$ cat src/rtl/regbank_pkg.sv
// Shared types and the word next-value rule for the regbank storage array.
package regbank_pkg;

    localparam int MAXW = 64;

    typedef enum logic [1:0] {
        LOAD  = 2'd0,
        CLEAR = 2'd1,
        INC   = 2'd2,
        DEC   = 2'd3
    } wr_op_e;

    // Operates on a MAXW-wide container; callers truncate back to their own WIDTH,
    // the mask keeps the wrap-around explicit for widths below MAXW.
    function automatic logic [MAXW-1:0] next_word(
        input wr_op_e          op,
        input logic [MAXW-1:0] cur,
        input logic [MAXW-1:0] data,
        input int              width
    );
        logic [MAXW-1:0] r;
        logic [MAXW-1:0] mask;
        mask = (width >= MAXW) ? '1 : ((MAXW'(1) << width) - MAXW'(1));
        case (op)
            LOAD:    r = data;
            CLEAR:   r = '0;
            INC:     r = cur + MAXW'(1);
            default: r = cur - MAXW'(1);
        endcase
        return r & mask;
    endfunction

endpackage

$ cat src/rtl/regbank_cell.sv
// One storage word of the bank: async-reset register applying a write command when enabled.
module regbank_cell
    import regbank_pkg::*;
#(
    parameter int WIDTH = 16
) (
    input  logic             clk,
    input  logic             rst_n,
    input  logic             en,
    input  wr_op_e           op,
    input  logic [WIDTH-1:0] d,
    output logic [WIDTH-1:0] q,
    output logic             zero
);

    logic [WIDTH-1:0] nxt;

    assign nxt  = WIDTH'(next_word(op, MAXW'(q), MAXW'(d), WIDTH));
    assign zero = (q == '0);

    always_ff @(posedge clk or negedge rst_n) begin
        if (!rst_n) begin
            q <= '0;
        end else if (en) begin
            q <= nxt;
        end
    end

endmodule

$ cat src/rtl/regbank.sv
// DEPTH x WIDTH register bank: one load/clear/inc/dec write port, two combinational
// read ports with optional write-to-read bypass, per-word zero flags.
module regbank
    import regbank_pkg::*;
#(
    parameter int  WIDTH  = 16,
    parameter int  DEPTH  = 8,
    parameter int  BYPASS = 1,
    localparam int AW     = (DEPTH > 1) ? $clog2(DEPTH) : 1
) (
    input  logic             clk,
    input  logic             rst_n,
    input  logic             wr_en,
    input  logic [1:0]       wr_op,
    input  logic [AW-1:0]    wr_addr,
    input  logic [WIDTH-1:0] wr_data,
    input  logic [AW-1:0]    rd_addr_a,
    output logic [WIDTH-1:0] rd_data_a,
    input  logic [AW-1:0]    rd_addr_b,
    output logic [WIDTH-1:0] rd_data_b,
    output logic             wr_err,
    output logic [DEPTH-1:0] zero_flags
);

    logic [WIDTH-1:0] q [DEPTH];
    logic [DEPTH-1:0] cell_en;
    logic [WIDTH-1:0] wr_cur;
    logic [WIDTH-1:0] wr_next;
    logic [WIDTH-1:0] stored_a;
    logic [WIDTH-1:0] stored_b;
    logic             wr_hit;
    logic             byp_a;
    logic             byp_b;
    wr_op_e           op_e;

    assign op_e = wr_op_e'(wr_op);

    // Address compare against every word index: an out-of-range address matches
    // nothing, so it enables no cell and reads back as 0 without extra checks.
    always_comb begin
        cell_en  = '0;
        wr_cur   = '0;
        stored_a = '0;
        stored_b = '0;
        for (int i = 0; i < DEPTH; i++) begin
            if (wr_addr == AW'(i)) begin
                cell_en[i] = wr_en;
                wr_cur     = q[i];
            end
            if (rd_addr_a == AW'(i)) stored_a = q[i];
            if (rd_addr_b == AW'(i)) stored_b = q[i];
        end
    end

    assign wr_hit  = |cell_en;
    assign wr_next = WIDTH'(next_word(op_e, MAXW'(wr_cur), MAXW'(wr_data), WIDTH));

    // Bypass is suppressed while in reset so reads show the cleared array.
    assign byp_a = (BYPASS != 0) && rst_n && wr_hit && (rd_addr_a == wr_addr);
    assign byp_b = (BYPASS != 0) && rst_n && wr_hit && (rd_addr_b == wr_addr);

    assign rd_data_a = byp_a ? wr_next : stored_a;
    assign rd_data_b = byp_b ? wr_next : stored_b;

    for (genvar g = 0; g < DEPTH; g++) begin : g_cell
        regbank_cell #(.WIDTH(WIDTH)) u_cell (
            .clk   (clk),
            .rst_n (rst_n),
            .en    (cell_en[g]),
            .op    (op_e),
            .d     (wr_data),
            .q     (q[g]),
            .zero  (zero_flags[g])
        );
    end

    always_ff @(posedge clk or negedge rst_n) begin
        if (!rst_n) begin
            wr_err <= 1'b0;
        end else begin
            wr_err <= wr_en && !wr_hit;
        end
    end

endmodule

$ cat config.mk
export PLATFORM = sky130hd
export DESIGN_NAME = regbank
export DESIGN_NICKNAME = d
export VERILOG_FILES = /design/src/rtl/regbank_pkg.sv /design/src/rtl/regbank_cell.sv /design/src/rtl/regbank.sv
export SDC_FILE = /design/constraint.sdc
export NUM_CORES = 1
export LEC_CHECK = 0
export BUFFER_PORTS_ARGS = -buffer_cell sky130_fd_sc_hd__buf_2
export CAP_MARGIN = 30
export CELL_PAD_IN_SITES_DETAIL_PLACEMENT = 0
export CELL_PAD_IN_SITES_GLOBAL_PLACEMENT = 1
export CORE_MARGIN = 3
export CORE_UTILIZATION = 35
export CTS_BUF_LIST = sky130_fd_sc_hd__clkbuf_4 sky130_fd_sc_hd__clkbuf_8
export DETAILED_ROUTE_END_ITERATION = 8
export PLACE_DENSITY_LB_ADDON = 0.1
export SLEW_MARGIN = 20
export SYNTH_ARGS = -nofsm -noshare
export SYNTH_HDL_FRONTEND = slang
export SYNTH_SLANG_ARGS = --single-unit
$ cat constraint.sdc
create_clock -name clk -period 6.72 [get_ports clk]
set_input_delay 0.672 -clock clk [delete_from_list [all_inputs] [get_ports clk]]
set_output_delay 0.672 -clock clk [all_outputs]
set_load 0.01 [all_outputs]
---- Word level (Yosys, flattened, before mapping) ----
Cells that the tools add are included.
storage, ports and cells
  register bits ........................... 129
  input bits .............................. 30
  output and inout port bits .............. 41
  logic and storage cells ................. 113
operators by class
  add/subtract/negate cells ............... 18
  equality and inequality tests ........... 25
  muxes and demuxes ....................... 43
  reductions and logical operators ........ 18
operators by type and width
  operator                                                               number
  16-bit one-hot mux with 3 select lines                                 9
  16-bit 2-to-1 mux                                                      26
  16-bit by 1-bit adder with 16-bit output, second input constant        9
  16-bit by 1-bit subtractor with 16-bit output, second input constant   9
  16-bit zero test                                                       8
  3-bit equality test, second input constant                             12
  3-bit by 2-bit equality test with 1-bit output, second input constant  6
  3-bit by 1-bit equality test with 1-bit output, second input constant  3
  3-bit zero test                                                        3
  1-bit 2-to-1 mux                                                       8
  8-bit OR reduction                                                     1
  3-bit equality test                                                    2
  1-bit logical AND                                                      4
  2-bit by 1-bit equality test with 1-bit output, second input constant  1
  2-bit equality test, second input constant                             1
  2-bit zero test                                                        1
  1-bit zero test                                                        1

---- Logic depth before layout (Yosys ltp) ----
  depth in word-level cells ............... 12
  depth in mapped cells ................... 19
  gate-level depth less buffers ........... 17

---- Modules after synthesis ----
From an unflattened synthesis, not the netlist that was laid out.
second synthesis, totals
  cells, all modules ...................... 2,002
  area, all modules ....................... 16,908.7 um^2
by module, submodules not included
  module        times used  cells an instance  area an instance (um^2)  seq. area each (um^2)
  regbank_cell  8           183                1,534.0                  400.4
  regbank       1           538                4,636.9                  25.0

---- Worst setup path before layout ----
Ideal clock, no wire load.
  path kind ............................... input -> output
  start point ............................. input wr_op[0]
  end point ............................... output rd_data_a[14]
  data arrival time ....................... 5.899 ns
  data required time ...................... 6.048 ns
  path slack .............................. 0.149 ns
  cell stages on the path ................. 11
  buffers on the path ..................... 0
  path through ............................ nand2b_1 > fa_1 > a21o_1 > a21oi_1 > o21bai_1 > a21o_1 > a21oi_1 > o21ai_1 > mux2_1 > nor3_1 > mux2i_1
between the ends
  longest elaborated chain between the ends .. 3
  elaborated cells between the ends (all ways) .. 5
  those cells by class .................... eq/ne: 2; mux: 2; reduce/logical: 1
RTL lines
  element                                            line               source
  start: declaration                                 regbank.sv:14      input logic [1:0] wr_op,
  2-bit equality test, or another cell as far along  regbank_pkg.sv:24  case (op)
  16-bit one-hot mux with 3 select lines *           regbank_pkg.sv:24
  16-bit 2-to-1 mux *                                regbank.sv:62      assign rd_data_a = byp_a ? wr_next : stored_a;
  end: declaration                                   regbank.sv:18      output logic [WIDTH-1:0] rd_data_a,
Mark *: on every way between the ends. The rest lies on a longest branch, timed or not.

---- Final worst setup path ----
  start point ............................. input wr_addr[2]
  end point ............................... output rd_data_a[14]
between the ends
  longest elaborated chain between the ends .. 12
  elaborated cells between the ends (all ways) .. 32
  those cells by class .................... add/sub: 2; eq/ne: 8; mux: 18; reduce/logical: 4
RTL lines
  element                                                                                                    line                                  source
  start: declaration                                                                                         regbank.sv:15                         input logic [AW-1:0] wr_addr,
  3-bit zero test                                                                                            regbank.sv:46                         if (wr_addr == AW'(i)) begin
  16-bit 2-to-1 mux (8 in series)                                                                            regbank.sv:46
  16-bit by 1-bit subtractor with 16-bit output or 16-bit by 1-bit adder with 16-bit output (tied branches)  regbank_pkg.sv:28, regbank_pkg.sv:27
  16-bit one-hot mux with 3 select lines                                                                     regbank_pkg.sv:24
  16-bit 2-to-1 mux *                                                                                        regbank.sv:62
Marks and branches as above.

==> key figures <==
Timing
  – Hold_ws: 467 ps
  – Final min period: 5580 ps
  – Fin. max-slew vios: 0
  – Setup_tns: 0 ps
  – Worst Tran Pin Value: 970 ps
  – Fmax: 179 MHz
  – RSZ-0062 raised after global routing: no
  – Period utilization: 83.1%
  – Final Setup Violations: 0
  – Max-slew headroom: 35.3%
  – Hold Vio Cnt, Final: 0
  – Skew final: 13.2 ps

Clocking
  – Root buf cell: clkbuf_8
  – Worst-Skew Late Latency: 570 ps
  – H-tree depth: 4
  – Setup Buffers After CTS: 0
  – # clock sinks: 129
  – CTS hold repair buffers: 1
  – CTS tree: built
  – Max Root-Sink Buffers: 2
  – Num CTS Buffers: 17
  – Post-CTS sizing: 0
  – Worst-path clk slew: 90 ps

Critical path
  – Worst R2R Setup Slack: 3130 ps
  – Highest-delay cell along the critical path: fa_1
  – CP Capture Type: primary output
  – R2R depth: 10
  – Delay-heaviest family, CP: compound AO/OA/AOI/OAI gates
  – CP Data Required Time: 6050 ps
  – Crit-path max FO: 27
  – Bufs and invs on worst path: 3
  – Critical setup path kind: in2out
  – CP cell instances: buf_2 > inv_1 > nor2_1 > a22o_1 > a22oi_1 > o211ai_1 > o21ai_0 > nand2_1 > fa_1 > a21o_1 > a21oi_1 > o21bai_1 > a21o_1 > a21oi_1 > o21ai_1 > mux2_1 > nor3_1 > mux2i_1 > buf_2
  – WP data arrival: 4910 ps
  – CP Launch Type: primary input
  – R2r startpoint: g_cell[7].u_cell.q[1]
  – Reg2reg end: g_cell[7].u_cell.q[15]
  – Slowest stage delay, CP: 450 ps

Drt
  – Via density: 6.03
  – Pre-antenna DRT Iters: 5
  – WL met1: 30.0 mm
  – Final WL: 63.6 mm
  – Via count: 14722
  – Initial DRC count: 1405
  – Met2 WL post-DR: 27.5 mm
  – Routed WL per cell: 26.0 microns
  – Highest routed layer: met4
  – DRC: 0
  – Met3 Wirelength: 4.33 mm
  – Routed Antenna Nets: 0

Yosys
  – Post-synth top cells: a21oi_1 (314), nor2_1 (199), nand2_1 (170)
  – Post-synth top area share: 21.6%
  – Cell Area, Synth: 15000 sq um
  – Post-synthesis cell count: 1883
  – Top-count cell post-synth: a21oi_1
  – Top FF cell, synth: dfrtp_1
  – Post-synth cell types: 75
  – Syn avg cell area: 7.96 sq um
  – Sequential share of the synthesized area: 21.6%
  – FF+latch count, synth: 129
  – Post-synth EDFFs: 0
  – Synthesized Nets: 2048
  – Synth area leaders: dfrtp_1 (22%), ha_1 (11%), a21oi_1 (10%)
  – Synth area leader: dfrtp_1
  – Post-synth ARST share: 100%
  – Warning count from the yosys run: 0

Floorplanning
  – I/O pins: 71
  – Die area: 45300 sq um
  – Die H: 213 microns
  – Core ar.: 42100 sq um
  – Row count: 75
  – Starting Density: 35.6%
  – Horiz. Die Dim: 213 microns

Power and ir drop
  – Pwr Density: 399 nW/um^2
  – Net Sw Frac: 50.4%
  – Max rail drop VDD: 0.179 mV
  – P_sw: 3.28 mW
  – Seq pwr share: 27.7%
  – Clk pwr share: 11.5%
  – Leakage: 6.90 nW
  – Combinational Power Share: 60.8%
  – Internal: 3.22 mW

Global routing
  – Global-route total usage across every layer: 28.4%
  – Initial antenna violation count: 2
  – Grt total ovfl: 0
  – Vias in the first global route: 13676
  – First-pass GRT wire length: 94.0 mm
  – Largest net degree at the start of global routing: 71

Place
  – Final HPWL DP: 45.9 mm
  – IO Port Bufs: 70
  – Global placement routability congestion: 0.912

Finish
  – Nets: 2054
  – Layout cells sized above 1: 11.4%
  – Layout area overhead: 8.70%

Min path
  – Hold Path Class: in2async

Job
  – Max cap viols: 0

Status
  – Status: completed
[stage by stage]
stage / instances / utilization, % / power, mW / area [sq um] / worst slack (ps)
after CTS: 2438 / 38.5 / 6.46 / 16200 / 1130
after floorplan: 1883 / - / 4.45 / 15000 / 149
after global routing: 2441 / 38.6 / 7.04 / 16300 / 739
after detailed placement: 2406 / 37.5 / 5.67 / 15800 / 1200
after global placement: 2406 / 37.5 / 5.65 / 15800 / 1210
final: 2441 / 38.6 / 6.50 / 16300 / 1140
[worst max-delay path by stage]
stage	startpoint	cells after the start	endpoint
after floorplan	wr_op[0]	11	rd_data_a[14]
after global placement	wr_addr[2]	19	rd_data_b[14]
after detailed placement	wr_addr[2]	19	rd_data_a[14]
after CTS	g_cell[2].u_cell.q[0]	15	rd_data_a[14]
after global routing	wr_addr[2]	19	rd_data_a[14]
final	wr_addr[2]	19	rd_data_a[14]
[cells by family (layout without fill, tap and decap cells)]
family,after synthesis,after routing,synth area share [%]
multiplexers,122,122,12.4
AND/OR/NAND/NOR,575,575,17.6
buffers and inverters,156,174,4.16
other,1,2,0.0250
AO/OA/AOI/OAI,647,647,25.6
flip-flops,129,129,21.6
adder cells (fa/ha/maj),135,135,11.7
XOR/XNOR,118,118,6.90
[flip-flops by register name, summed over array words and instances (netlist names)]
signal,count
g_cell.u_cell.q,128
wr_err,1
[per-layer routing]
layer | GRT usage [%] | vias up
met5 | 0 | -
met4 | 8.14 | 0
met3 | 6.46 | 81
met2 | 41.9 | 485
met1 | 41.5 | 7197
li1 | - | 6959
[placed cells by master, fill, tap and decap left out, drive strengths merged, types with 8 or more instances in the layout]
cell type  Yosys  layout
nand3         23      23
a211oi        25      25
nor3          30      30
or3           12      12
o221ai        10      10
nand2b        11      11
o21a          10      10
a21o          45      45
or2           10      10
a22o          12      12
nor2         199     199
o31ai         12      12
mux4          50      50
buf           30     106
fa             9       9
xor2          45      45
ha           126     126
and4           8       8
o21ai        139     139
dfrtp        129     129
and3          11      11
nor2b         25      25
inv           35      35
a31oi         14      14
clkbuf        90      21
xnor2         73      73
nand2        170     170
and2          26      26
a21oi        315     315
nor4          36      36
mux2          10      10
mux2i         62      62
a2111oi        9       9
[worst reg2reg max path, delay by kind of cell, from the launching register on]
family | cells | cell delay [ps]
muxes | 1 | 210
AOI/OAI and AO/OA | 7 | 2100
DFF | 1 | 640
adders and majority gates | 1 | 320
xor gates and xnor gates | 1 | 200
[cell type report]
type	count	area, sq um
antenna	1	2.50
clock buffer	21	289
clock inverter	10	109
fill	4366	25900
inverter	36	135
multi-input combinational	1598	11200
sequential	129	3230
tap	539	674
timing repair buffer	107	692
[power by group through the flow]
| stage | combinational [mW] | sequential (mW) | clock [mW] |
|---|---|---|---|
| floorplan | 3.07 | 1.38 | 0 |
| global placement | 3.86 | 1.80 | 0 |
| detailed placement | 3.88 | 1.79 | 0 |
| CTS | 3.91 | 1.78 | 0.770 |
| global route | 4.41 | 1.83 | 0.797 |
| finish | 3.95 | 1.80 | 0.747 |
(Power assumes the default switching activity.)
